## src/rtl/div_unit_pkg.sv

```systemverilog
// Shared CPU definitions used by the divider and by EX for its stall request.
//   div_state_t       : divider FSM states (2-bit encoding)
//   DIV_WIDTH         : architectural operand width
//   DivResultReady/NotReady, DivStart/DivStop : handshake levels on ready/start
package div_unit_pkg;

    localparam int unsigned DIV_WIDTH = 32;

    typedef enum logic [1:0] {
        FREE   = 2'b00,
        BYZERO = 2'b01,
        ON     = 2'b10,
        END    = 2'b11
    } div_state_t;

    localparam logic DivResultReady    = 1'b1;
    localparam logic DivResultNotReady = 1'b0;
    localparam logic DivStart          = 1'b1;
    localparam logic DivStop           = 1'b0;

endpackage

```

## src/rtl/div_unit.sv

```systemverilog
// Iterative restoring divider for DIV/DIVU, one quotient bit per cycle.
// Feeds the HI/LO write port: remainder -> HI, quotient -> LO, ready -> write enable.
// Ports:
//   clk        : clock, rising edge
//   rst_       : asynchronous active-low reset
//   start      : divide request, held by EX until the result is consumed
//   annul      : cancel any in-flight division (priority over start)
//   signed_div : 1 = DIV (two's complement), 0 = DIVU
//   dividend   : rs operand, sampled on acceptance only
//   divisor    : rt operand, sampled on acceptance only
//   quotient   : result to LO
//   remainder  : result to HI
//   ready      : result valid
//   busy       : high in BYZERO and ON; EX stalls on it
module div_unit
    import div_unit_pkg::*;
#(
    parameter int unsigned WIDTH = DIV_WIDTH,
    parameter int unsigned CNT_W = $clog2(WIDTH) + 1
) (
    input  logic             clk,
    input  logic             rst_,
    input  logic             start,
    input  logic             annul,
    input  logic             signed_div,
    input  logic [WIDTH-1:0] dividend,
    input  logic [WIDTH-1:0] divisor,
    output logic [WIDTH-1:0] quotient,
    output logic [WIDTH-1:0] remainder,
    output logic             ready,
    output logic             busy
);

    function automatic logic [WIDTH-1:0] negate(input logic [WIDTH-1:0] x);
        return (~x) + WIDTH'(1);
    endfunction

    // 0x80..0 maps onto itself, which is its correct unsigned magnitude.
    function automatic logic [WIDTH-1:0] abs_val(input logic [WIDTH-1:0] x, input logic sd);
        return (sd && x[WIDTH-1]) ? negate(x) : x;
    endfunction

    div_state_t       state_q, state_d;
    logic [CNT_W-1:0] cnt_q, cnt_d;
    logic [WIDTH-1:0] quo_q, quo_d;    // dividend bits shift out, quotient bits shift in
    logic [WIDTH-1:0] rem_q, rem_d;
    logic [WIDTH-1:0] dvsr_q, dvsr_d;
    logic             sd_q, sd_d;
    logic             a_neg_q, a_neg_d;
    logic             b_neg_q, b_neg_d;
    logic             ready_q, ready_d;

    // Partial remainder is WIDTH+1 bits so the trial subtraction never overflows;
    // the top bit of the difference is the borrow.
    logic [WIDTH:0]   shifted;
    logic [WIDTH:0]   diff;
    logic [WIDTH-1:0] q_step;
    logic [WIDTH-1:0] r_step;

    assign shifted = {rem_q, quo_q[WIDTH-1]};
    assign diff    = shifted - {1'b0, dvsr_q};
    assign q_step  = {quo_q[WIDTH-2:0], ~diff[WIDTH]};
    assign r_step  = diff[WIDTH] ? shifted[WIDTH-1:0] : diff[WIDTH-1:0];

    always_comb begin
        state_d = state_q;
        cnt_d   = cnt_q;
        quo_d   = quo_q;
        rem_d   = rem_q;
        dvsr_d  = dvsr_q;
        sd_d    = sd_q;
        a_neg_d = a_neg_q;
        b_neg_d = b_neg_q;

        unique case (state_q)
            FREE: begin
                if (start == DivStart) begin
                    if (divisor == '0) begin
                        state_d = BYZERO;
                    end else begin
                        state_d = ON;
                        quo_d   = abs_val(dividend, signed_div);
                        dvsr_d  = abs_val(divisor, signed_div);
                        sd_d    = signed_div;
                        a_neg_d = dividend[WIDTH-1];
                        b_neg_d = divisor[WIDTH-1];
                        cnt_d   = '0;
                        rem_d   = '0;
                    end
                end
            end
            BYZERO: begin
                state_d = END;
                quo_d   = '0;
                rem_d   = '0;
            end
            ON: begin
                cnt_d = cnt_q + CNT_W'(1);
                quo_d = q_step;
                rem_d = r_step;
                if (cnt_q == CNT_W'(WIDTH - 1)) begin
                    state_d = END;
                    // Sign fix-up on the final iteration result.
                    if (sd_q && (a_neg_q ^ b_neg_q)) quo_d = negate(q_step);
                    if (sd_q && a_neg_q)             rem_d = negate(r_step);
                end
            end
            END: begin
                if (start == DivStop) state_d = FREE;
            end
        endcase

        if (annul) begin
            state_d = FREE;
            cnt_d   = '0;
            quo_d   = '0;
            rem_d   = '0;
        end

        // Ready asserts from the second END cycle and drops as FREE is entered.
        ready_d = (state_q == END && state_d == END) ? DivResultReady : DivResultNotReady;
    end

    always_ff @(posedge clk or negedge rst_) begin
        if (!rst_) begin
            state_q <= FREE;
            cnt_q   <= '0;
            quo_q   <= '0;
            rem_q   <= '0;
            dvsr_q  <= '0;
            sd_q    <= 1'b0;
            a_neg_q <= 1'b0;
            b_neg_q <= 1'b0;
            ready_q <= DivResultNotReady;
        end else begin
            state_q <= state_d;
            cnt_q   <= cnt_d;
            quo_q   <= quo_d;
            rem_q   <= rem_d;
            dvsr_q  <= dvsr_d;
            sd_q    <= sd_d;
            a_neg_q <= a_neg_d;
            b_neg_q <= b_neg_d;
            ready_q <= ready_d;
        end
    end

    assign quotient  = quo_q;
    assign remainder = rem_q;
    assign ready     = ready_q;
    assign busy      = (state_q == BYZERO) || (state_q == ON);

endmodule

```

## config.mk

```make
export PLATFORM = sky130hd
export DESIGN_NAME = div_unit
export DESIGN_NICKNAME = d
export VERILOG_FILES = /design/src/rtl/div_unit_pkg.sv /design/src/rtl/div_unit.sv
export SDC_FILE = /design/constraint.sdc
export NUM_CORES = 1
export LEC_CHECK = 0
export ABC_AREA = 1
export CAP_MARGIN = 20
export CORE_MARGIN = 10
export CORE_UTILIZATION = 50
export CTS_BUF_LIST = sky130_fd_sc_hd__clkbuf_16
export DETAILED_ROUTE_END_ITERATION = 16
export HOLD_SLACK_MARGIN = 0.1
export PLACE_DENSITY_LB_ADDON = 0.08
export RECOVER_POWER = 100
export SYNTH_ARGS = -nofsm -noshare
export SYNTH_HDL_FRONTEND = slang
export SYNTH_SLANG_ARGS = --single-unit
```

## constraint.sdc

```tcl
create_clock -name clk -period 3.75 [get_ports clk]
set_clock_uncertainty 0.15 [all_clocks]
set_input_delay 0.75 -clock clk [delete_from_list [all_inputs] [get_ports clk]]
set_output_delay 0.75 -clock clk [all_outputs]
set_load 0.03 [all_outputs]
```

==> impl_metrics.toml, run 1 <==
[cells_and_area]
fin_nets = 2189
design_area_sq_um = 14000
final.fill_count = 2096
drive_gt1_frac = 0.131
finalNonFillerCells = 2365
area_growth_pct = 26.0

[worst_setup_path]
setup.worst_path.start_class = "flop"
required_ps = 3910
r2r-end = "quotient[30]"
critPathMaxStageDelay_ps = 400
r2r_slack_ps = -90
critical_path_peak_fanout = 3
rr_worst_depth = 26
worstSetupEndpointType = "flop"
setup.worst_path.start = "remainder[26]"
crit_family = "simple AND/OR/NAND/NOR gates"
slowest_stage = "dfrtp_1"
cp.arrival_ps = 4010
path_buf_inv = 1
worstSetupPathType = "reg -> reg"
crit_top_cell = "nand2_1"
reg2reg_from = "remainder[26]"

[detailed_routing]
dr.pass1.iters = 7
num_vias = 12731
wire_per_inst_microns = 16.0
ant_nets = 0
avgViaCountPerCell = 5.38
drt_iter0_drc = 1183
dr_wl_met2_mm = 17.9
top_layer_used = "met5"
routed_wirelength_mm = 37.8
wl_met1_mm = 16.1
wl_met3_mm = 2.72
drc = 0

[pwr]
p_sw_frac = 0.414
p_leak_nw = 7.43
p_per_area_nw_per_um2 = 293
p_int_mw = 2.41
pwr-share-comb = 0.415
ir_worst_vdd_v = 0.000181
seqPwrFrac = 0.343
power_frac_clock = 0.243
p_sw_mw = 1.70

[worst_hold_path]
hold_end = "dvsr_q[24]"
hold_class = "reg -> reg"
min_from = "dvsr_q[24]"
hold_path_depth = 2

[timing]
maxSlewViolCount = 31
worst_slew_pin_slew_ps = 1950
fin_ws_ps = -94.4
relSlewSlack = -0.300
post-route-period-util = 1.03
min_period_ps = 3840
finalHoldViolations = 0
rsz0062_at_grt = "true"
setup_viol = 4
fmax_ghz = 0.260

[floorplanning]
rows = 54
die_y_microns = 169
die_w_microns = 169
core_sq_um = 21800
boundaryPins = 135
start_util = 0.509
die-area_sq_um = 28600

[global_route]
grt-ovfl-total = 0
antenna_found_initial = 5
grt_pass1_wl_mm = 60.2
grtUsageTotal = 0.256
grt_pass1_vias = 12296
grt_max_degree = 80

[logic_synthesis]
synth_area_sq_um = 11100
syn_inst = 1851
yosysWarnings = 0
yosys.cell_types.count = 51
synth_fp_nets = 1962
ys_ff_latch = 108
yosysSeqAreaShare = 0.243
ys.flop_type = "dfrtp_1"
synthArstFlopShare = 1.00
synth_edf_count = 0
syn_area_per_cell_sq_um = 6.00

[place]
port_buffers = 134
post-place-ws_ps = -139
dp_cells = 2338
gp_congestion = 0.982
dpl-instance-area_sq_um = 13500
dp_hpwl_mm = 29.9

[status]
violations = "capacitance limit, slew limit, setup timing"
status = "finished, violations left"

[cts]
root_buffer = "clkbuf_16"
cts_hold_buffers = 0
path_clk_slew_ps = 80
clock_path_buffers = 2
htree_levels = 3
cts_tree = "done"
clock_latency_ps = 370
numCtsBuffers = 9
cts.sinks = 108

[job]
drv_cap = 1
==> cells in the final DEF (no fill, tap or decap), drive strengths merged <==
master and n:
o221ai 1, o21a 2, inv 275, fa 1
ha 41, dlygate4sd3 16, nand3b 5, o21bai 6
dfrtp 108, nor4 8, clkdlybuf4s50 117, o22ai 16
clkinvlp 3, xor2 28, a31o 1, nor2 187
a31oi 7, o31ai 7, nand3 149, a22o 1
nor3 44, nand2 602, o211ai 9, and3 1
diode 2, clkinv 7, clkbuf 11, or2 8
buf 129, nand4 23, a21oi 90, a21o 2
o21ai 159, xnor2 18, and2 1
==> cells by family (layout without fill, tap and decap cells) <==
group                    Yosys count  in the layout  synth area share
AO/OA/AOI/OAI                    301            301             0.150
XOR/XNOR                          46             46            0.0363
adder cells (fa/ha/maj)           42             42            0.0480
buffers and inverters            326            558             0.119
flip-flops                       108            108             0.243
other                              0              2                 0
AND/OR/NAND/NOR                 1028           1028             0.404
==> repair_timing <==
| item | in CTS | in global routing |
|---|---|---|
| cloned | 0 | 2 |
| gates resized for setup | 1 | 29 |
| setup buffers | 1 | 6 |
| pin swaps | 3 | 20 |
| endpoints found under the setup margin | 6 | 38 |
==> synth_stat cells, types with 16 or more instances <==
| cell | count | share of area |
|---|---|---|
| nand3_1 | 143 | 0.064 |
| nand2_2 | 38 | 0.021 |
| xnor2_1 | 18 | 0.014 |
| xor2_1 | 28 | 0.022 |
| ha_1 | 41 | 0.046 |
| o22ai_1 | 16 | 0.0090 |
| a21oi_1 | 85 | 0.038 |
| nand4_1 | 23 | 0.013 |
| nor2_1 | 172 | 0.058 |
| dfrtp_1 | 108 | 0.24 |
| inv_1 | 266 | 0.090 |
| o21ai_0 | 131 | 0.059 |
| clkbuf_1 | 27 | 0.0091 |
| nand2_1 | 558 | 0.19 |
| nor3_1 | 41 | 0.018 |
| o21ai_1 | 21 | 0.0095 |
==> tightest hold or removal path, cell delays in order, from the launching register on <==
cell,delay [ps]
dfrtp_1,350
nand2_1,50
o21ai_0,60
==> layout make-up <==
cell class                      count  area [sq um]  area share
Multi-Input combinational cell   1417          7280       0.520
Sequential cell                   108          2710       0.193
Timing Repair Buffer              264          2320       0.166
Inverter                          276          1040      0.0742
Tap cell                          280           350      0.0250
Clock buffer                        9           225      0.0161
Clock inverter                      7          58.8     0.00420
Timing Repair inverter              2          15.0     0.00107
Antenna cell                        2          5.00    0.000357
==> layer usage <==
layer,vias up,track usage
met5,-,0
met4,6,0.101
met3,74,0.0465
met2,506,0.433
met1,5742,0.315
li1,6403,-
==> flip-flops by register name, summed over array words and instances, names as in the netlist <==
signal     flops
dvsr_q        32
quotient      32
remainder     32
cnt_q          6
state_q        2
a_neg_q        1
b_neg_q        1
ready          1
sd_q           1
==> power by group through the flow <==
stage	registers, mW	logic (mW)	clock network (mW)
floorplan	1.50	0.910	0
global placement	1.42	1.62	0
detailed placement	1.43	1.64	0
CTS	1.40	1.65	0.997
global route	1.43	1.89	1.03
finish	1.41	1.70	0.998
==> stage by stage <==
stage	util	total power, mW	setup TNS, ps	hold slack [ps]
3_5_place_dp	0.620	3.07	-2130	324
2_1_floorplan	-	2.41	-308	303
6_report	0.642	4.11	-178	341
4_1_cts	0.634	4.05	0	192
3_3_place_gp	0.620	3.04	-530	316
5_1_grt	0.642	4.34	-3690	360
==> worst max-delay path by stage <==
stage / to / slack, ps / depth (start not counted)
3_3_place_gp: quotient[23] / -80 / 19
4_1_cts: quotient[30] / 3 / 29
3_5_place_dp: quotient[23] / -140 / 19
6_report: quotient[30] / -90 / 26
2_1_floorplan: quotient[30] / -120 / 31
5_1_grt: quotient[30] / -350 / 27
Note: power is estimated with default switching activity, not from simulation.
==> run 2, diff against run 1 <==
--- a/config.mk
+++ b/config.mk
@@ -7,6 +7,7 @@
 export LEC_CHECK = 0
 export ABC_AREA = 1
 export CAP_MARGIN = 20
+export CORE_ASPECT_RATIO = 0.5
 export CORE_MARGIN = 10
 export CORE_UTILIZATION = 50
 export CTS_BUF_LIST = sky130_fd_sc_hd__clkbuf_16
==> run 2 against run 1 <==
Effect of this change: the flow still finishes with violations (capacitance limit, slew limit, setup timing); combinational power down 2%; register-to-register slack better by 40 ps; critical path type unchanged; hold slack worse by 4.6 ps; setup slack better by 39 ps; total power up 0.65%; sequential power about the same; cell area down 0.75%; global-route usage down 0.71 points; sequential cell count unchanged; wire length down 2.2%.
==> impl_metrics.toml, run 2 (same netlist as run 1, synthesis figures left out) <==
[pwr]
p_total_mw = 4.14
ir_worst_vdd_v = 0.000325
p_leak_nw = 7.40
p_per_area_nw_per_um2 = 297

[cells_and_area]
final_common_cell = "nand2_1"
final.fill_count = 2142
drive_gt1_frac = 0.121
fin_nets = 2168
area_growth_pct = 25.1
finalNonFillerCells = 2365
mostFrequentLayoutCells = "nand2_1 (549), inv_1 (264), nor2_1 (170)"

[timing]
setup_viol = 3
relSlewSlack = -0.0414
fmax_ghz = 0.263
fin_ws_ps = -55.5
finalHoldViolations = 0
post-route-period-util = 1.01
tns_ps = -131
min_period_ps = 3810
maxSlewViolCount = 59
worst_slew_pin_slew_ps = 1560
rsz0062_at_grt = "true"

[detailed_routing]
wire_per_inst_microns = 15.6
drt_iter0_drc = 1429
drc = 0
dr.pass1.iters = 6
ant_nets = 0
routed_wirelength_mm = 36.9
num_vias = 12447
avgViaCountPerCell = 5.26

[global_route]
grt-ovfl-total = 0
grt_max_degree = 59
grt_pass1_vias = 11399
grt_pass1_wl_mm = 58.8
antenna_found_initial = 3
grtUsageTotal = 0.249

[place]
dp_cells = 2332
gp_congestion = 0.950
port_buffers = 134
dp_hpwl_mm = 29.2

[floorplanning]
rows = 38
die-area_sq_um = 29000
die_w_microns = 231
die_y_microns = 125
core_sq_um = 21800
start_util = 0.510
boundaryPins = 135

[worst_setup_path]
r2r-end = "quotient[22]"
worstSetupPathType = "reg -> reg"
critical_path_peak_fanout = 3
rr_worst_depth = 27
setup.worst_path.start = "dvsr_q[27]"
required_ps = 3860
reg2reg_from = "dvsr_q[27]"
r2r_slack_ps = -60
setup.worst_path.start_class = "flop"
cp.arrival_ps = 3920
worstSetupEndpointType = "flop"
endpoint = "quotient[22]"

[cts]
htree_levels = 3
cts_tree = "done"
clock_latency_ps = 390
cts.sinks = 108
numCtsBuffers = 9
path_clk_slew_ps = 80
clock_path_buffers = 2
root_buffer = "clkbuf_16"
cts_hold_buffers = 0

[status]
violations = "capacitance limit, slew limit, setup timing"
status = "finished, violations left"

[job]
drv_cap = 1

[worst_hold_path]
hold_class = "reg -> reg"
run 2: worst min-delay path by stage:
stage | depth (start not counted) | end | slack [ps] | from
after floorplan | 0 | a_neg_q | 300 | rst_
after global placement | 2 | dvsr_q[21] | 320 | dvsr_q[21]
after detailed placement | 2 | dvsr_q[16] | 320 | dvsr_q[16]
after CTS | 1 | quotient[22] | 270 | rst_
after global routing | 2 | dvsr_q[8] | 370 | dvsr_q[8]
final | 2 | dvsr_q[22] | 340 | dvsr_q[22]
run 2: layer usage:
layer	track usage	vias up	share of wire	wire length [microns]
met1	0.340	5563	0.46	16900
met4	0.0792	0	0.020	732
met3	0.0564	51	0.085	3160
met5	0	-	0	0
met2	0.381	475	0.44	16200
li1	-	6358	-	-
run 2: where the power goes:
group          switching (mW)  internal, mW
Combinational            1.05         0.610
Clock                   0.532         0.538
Sequential              0.121          1.29
Total                    1.70          2.44
run 2: repair_timing:
| action | CTS | global route |
|---|---|---|
| setup endpoints to repair | 4 | 33 |
| pin swaps | 2 | 19 |
| setup buffers | 1 | 13 |
| gates resized for setup | 2 | 27 |
run 2: cell type report:
class	instances	area (sq um)	area share
tap	300	375	0.0270
antenna	3	7.51	0.000540
sequential	108	2710	0.195
multi-input combinational	1417	7240	0.521
clock buffer	9	225	0.0162
clock inverter	7	93.8	0.00675
timing repair buffer	245	2220	0.159
inverter	276	1040	0.0745
run 2: critical path, cell delays in order (launching register included):
cell and delay (ps):
dfrtp_1 370, inv_1 60, ha_1 310, nand2_1 100
inv_2 80, nand2_1 80, nor3_2 210, and2_1 220
nand2_4 80, nand2_4 70, nand2_4 70, nand2_8 70
ha_4 140, nand2_4 50, nor2_4 90, nand3_2 100
nor3_4 220, nand2_2 90, nor3_4 230, nand4_1 150
nand2_2 120, buf_4 150, buf_6 80, a21oi_1 50
o21ai_1 120, nand2_1 70, nand3_1 90, o21ai_1 60
run 2: through the flow:
stage	instance area [sq um]	utilization	setup WS (ps)	hold WS, ps
finish	13900	0.638	-55.5	337
floorplan	11200	-	-117	303
CTS	13700	0.630	0.495	269
global placement	13400	0.615	-19.9	317
detailed placement	13400	0.615	-104	323
global route	13900	0.638	-282	366
==> run 3, diff against run 2 <==
--- a/config.mk
+++ b/config.mk
@@ -6,6 +6,7 @@
 export NUM_CORES = 1
 export LEC_CHECK = 0
 export ABC_AREA = 1
+export ABC_CLOCK_PERIOD_IN_PS = 3750
 export CAP_MARGIN = 20
 export CORE_ASPECT_RATIO = 0.5
 export CORE_MARGIN = 10
@@ -13,7 +14,7 @@
 export CTS_BUF_LIST = sky130_fd_sc_hd__clkbuf_16
 export DETAILED_ROUTE_END_ITERATION = 16
 export HOLD_SLACK_MARGIN = 0.1
-export PLACE_DENSITY_LB_ADDON = 0.08
+export PLACE_DENSITY = 0.76
 export RECOVER_POWER = 100
 export SYNTH_ARGS = -nofsm -noshare
 export SYNTH_HDL_FRONTEND = slang
==> run 3 against run 2 <==
Effect of this change: the flow still finishes with violations (capacitance limit, slew limit, setup timing); first-iteration DRC count shrank 4.5%; via count rose by 1.9%; setup slack improved by 37 ps; combinational power hardly changed; cell area is 0.64% lower; critical endpoint is now quotient[30]; largest cell class unchanged.
==> impl_metrics.toml, run 3 (same netlist as run 1, synthesis figures left out) <==
[status]
status = "finished, violations left"
violations = "capacitance limit, slew limit, setup timing"

[detailed_routing]
wire_per_inst_microns = 16.0
routed_wirelength_mm = 37.5
num_vias = 12686
dr.pass1.iters = 6
drt_iter0_drc = 1365
ant_nets = 0
drc = 0
avgViaCountPerCell = 5.40

[timing]
worst_slew_pin_slew_ps = 1590
finalHoldViolations = 0
fin_hold_ws_ps = 337
rsz0062_at_grt = "true"
fmax_ghz = 0.265
post-route-period-util = 1.00
maxSlewViolCount = 29
min_period_ps = 3770
setup_viol = 1
relSlewSlack = -0.0616
fin_ws_ps = -18.2

[floorplanning]
die_y_microns = 125
start_util = 0.510
die_w_microns = 231
die-area_sq_um = 29000
boundaryPins = 135
rows = 38
core_sq_um = 21800

[pwr]
ir_worst_vdd_v = 0.000216
p_per_area_nw_per_um2 = 295
p_sw_frac = 0.409
power_frac_clock = 0.253
pwr-share-comb = 0.401
p_int_mw = 2.41
p_leak_nw = 7.39
seqPwrFrac = 0.346
p_sw_mw = 1.67

[place]
gp_congestion = 0.972
dp_cells = 2320
port_buffers = 134
dp_hpwl_mm = 29.1

[worst_setup_path]
slowest_stage = "dfrtp_1"
critical_path_peak_fanout = 3
setup.worst_path.start_class = "flop"
required_ps = 3910
cp.arrival_ps = 3920
reg2reg_from = "dvsr_q[0]"
worstSetupEndpointType = "flop"
critPathMaxStageDelay_ps = 420
crit_top_cell = "nand2_2"
worstSetupPathType = "reg -> reg"
r2r-end = "quotient[30]"
rr_worst_depth = 29
r2r_slack_ps = -20

[global_route]
antenna_found_initial = 3
grt_max_degree = 76
grt_pass1_wl_mm = 59.4
grt-ovfl-total = 0
grtUsageTotal = 0.248
grt_pass1_vias = 11582

[cells_and_area]
area_growth_pct = 24.3
finalNonFillerCells = 2350
drive_gt1_frac = 0.113
final_common_cell = "nand2_1"
fin_nets = 2154
mostFrequentLayoutCells = "nand2_1 (550), inv_1 (264), nor2_1 (169)"

[cts]
cts.sinks = 108
path_clk_slew_ps = 80
htree_levels = 3
cts_tree = "done"
cts_hold_buffers = 0
root_buffer = "clkbuf_16"
clock_path_buffers = 2
clock_latency_ps = 370
numCtsBuffers = 9

[job]
drv_cap = 1

[worst_hold_path]
hold_path_depth = 2
hold_end = "dvsr_q[16]"
min_from = "dvsr_q[16]"
hold_class = "reg -> reg"
[run 3: what timing repair did]
action,4_1_cts,5_1_grt
cloned,0,2
pin swaps,5,9
endpoints found under the setup margin,4,16
gates resized for setup,1,19
setup buffers,1,8
[run 3: area by class of cell]
cell class                      count  area, sq um
Antenna cell                        3         7.51
Clock buffer                        9          225
Clock inverter                      6         77.6
Fill cell                        2132         7960
Inverter                          276         1040
Multi-Input combinational cell   1417         7240
Sequential cell                   108         2710
Tap cell                          300          375
Timing Repair Buffer              231         2150
[run 3: power by group through the flow]
stage | sequential (mW) | combinational [mW] | clock [mW]
floorplan | 1.50 | 0.910 | 0
global placement | 1.43 | 1.57 | 0
detailed placement | 1.43 | 1.59 | 0
CTS | 1.41 | 1.60 | 1.05
global route | 1.43 | 1.81 | 1.09
finish | 1.41 | 1.64 | 1.03
[run 3: critical path: cells and delay by family, from the launching register on]
| kind | cells | cell delay (ps) |
|---|---|---|
| compound gates | 3 | 410 |
| simple gates | 22 | 1970 |
| flops | 1 | 420 |
| fa+ha+maj | 3 | 680 |
| buf+inv | 1 | 70 |
[run 3: per-layer routing]
layer,GRT usage,vias to the layer above,share of wire
met4,0.0646,0,0.019
met5,0,-,0
met3,0.0465,49,0.086
li1,-,6332,-
met2,0.398,552,0.45
met1,0.336,5753,0.45
[run 3: worst max path at each step]
stage / startpoint / end / slack (ps) / depth (start not counted)
2_1_floorplan: quotient[31] / quotient[30] / -120 / 31
3_3_place_gp: dividend[0] / quotient[30] / -80 / 18
3_5_place_dp: dvsr_q[0] / quotient[30] / -100 / 29
4_1_cts: dvsr_q[0] / quotient[30] / 5 / 29
5_1_grt: dvsr_q[0] / quotient[30] / -320 / 29
6_report: dvsr_q[0] / quotient[30] / -20 / 29
[run 3: through the flow]
| stage | cell area [sq um] | TNS [ps] | setup WS (ps) | total power, mW | util |
|---|---|---|---|---|---|
| after global routing | 13800 | -1810 | -324 | 4.33 | 0.634 |
| after floorplan | 11200 | -308 | -117 | 2.41 | - |
| after detailed placement | 13300 | -326 | -103 | 3.02 | 0.611 |
| after global placement | 13300 | -144 | -77.4 | 3.00 | 0.611 |
| final | 13800 | -18.2 | -18.2 | 4.08 | 0.634 |
| after CTS | 13600 | 0 | 4.66 | 4.05 | 0.625 |
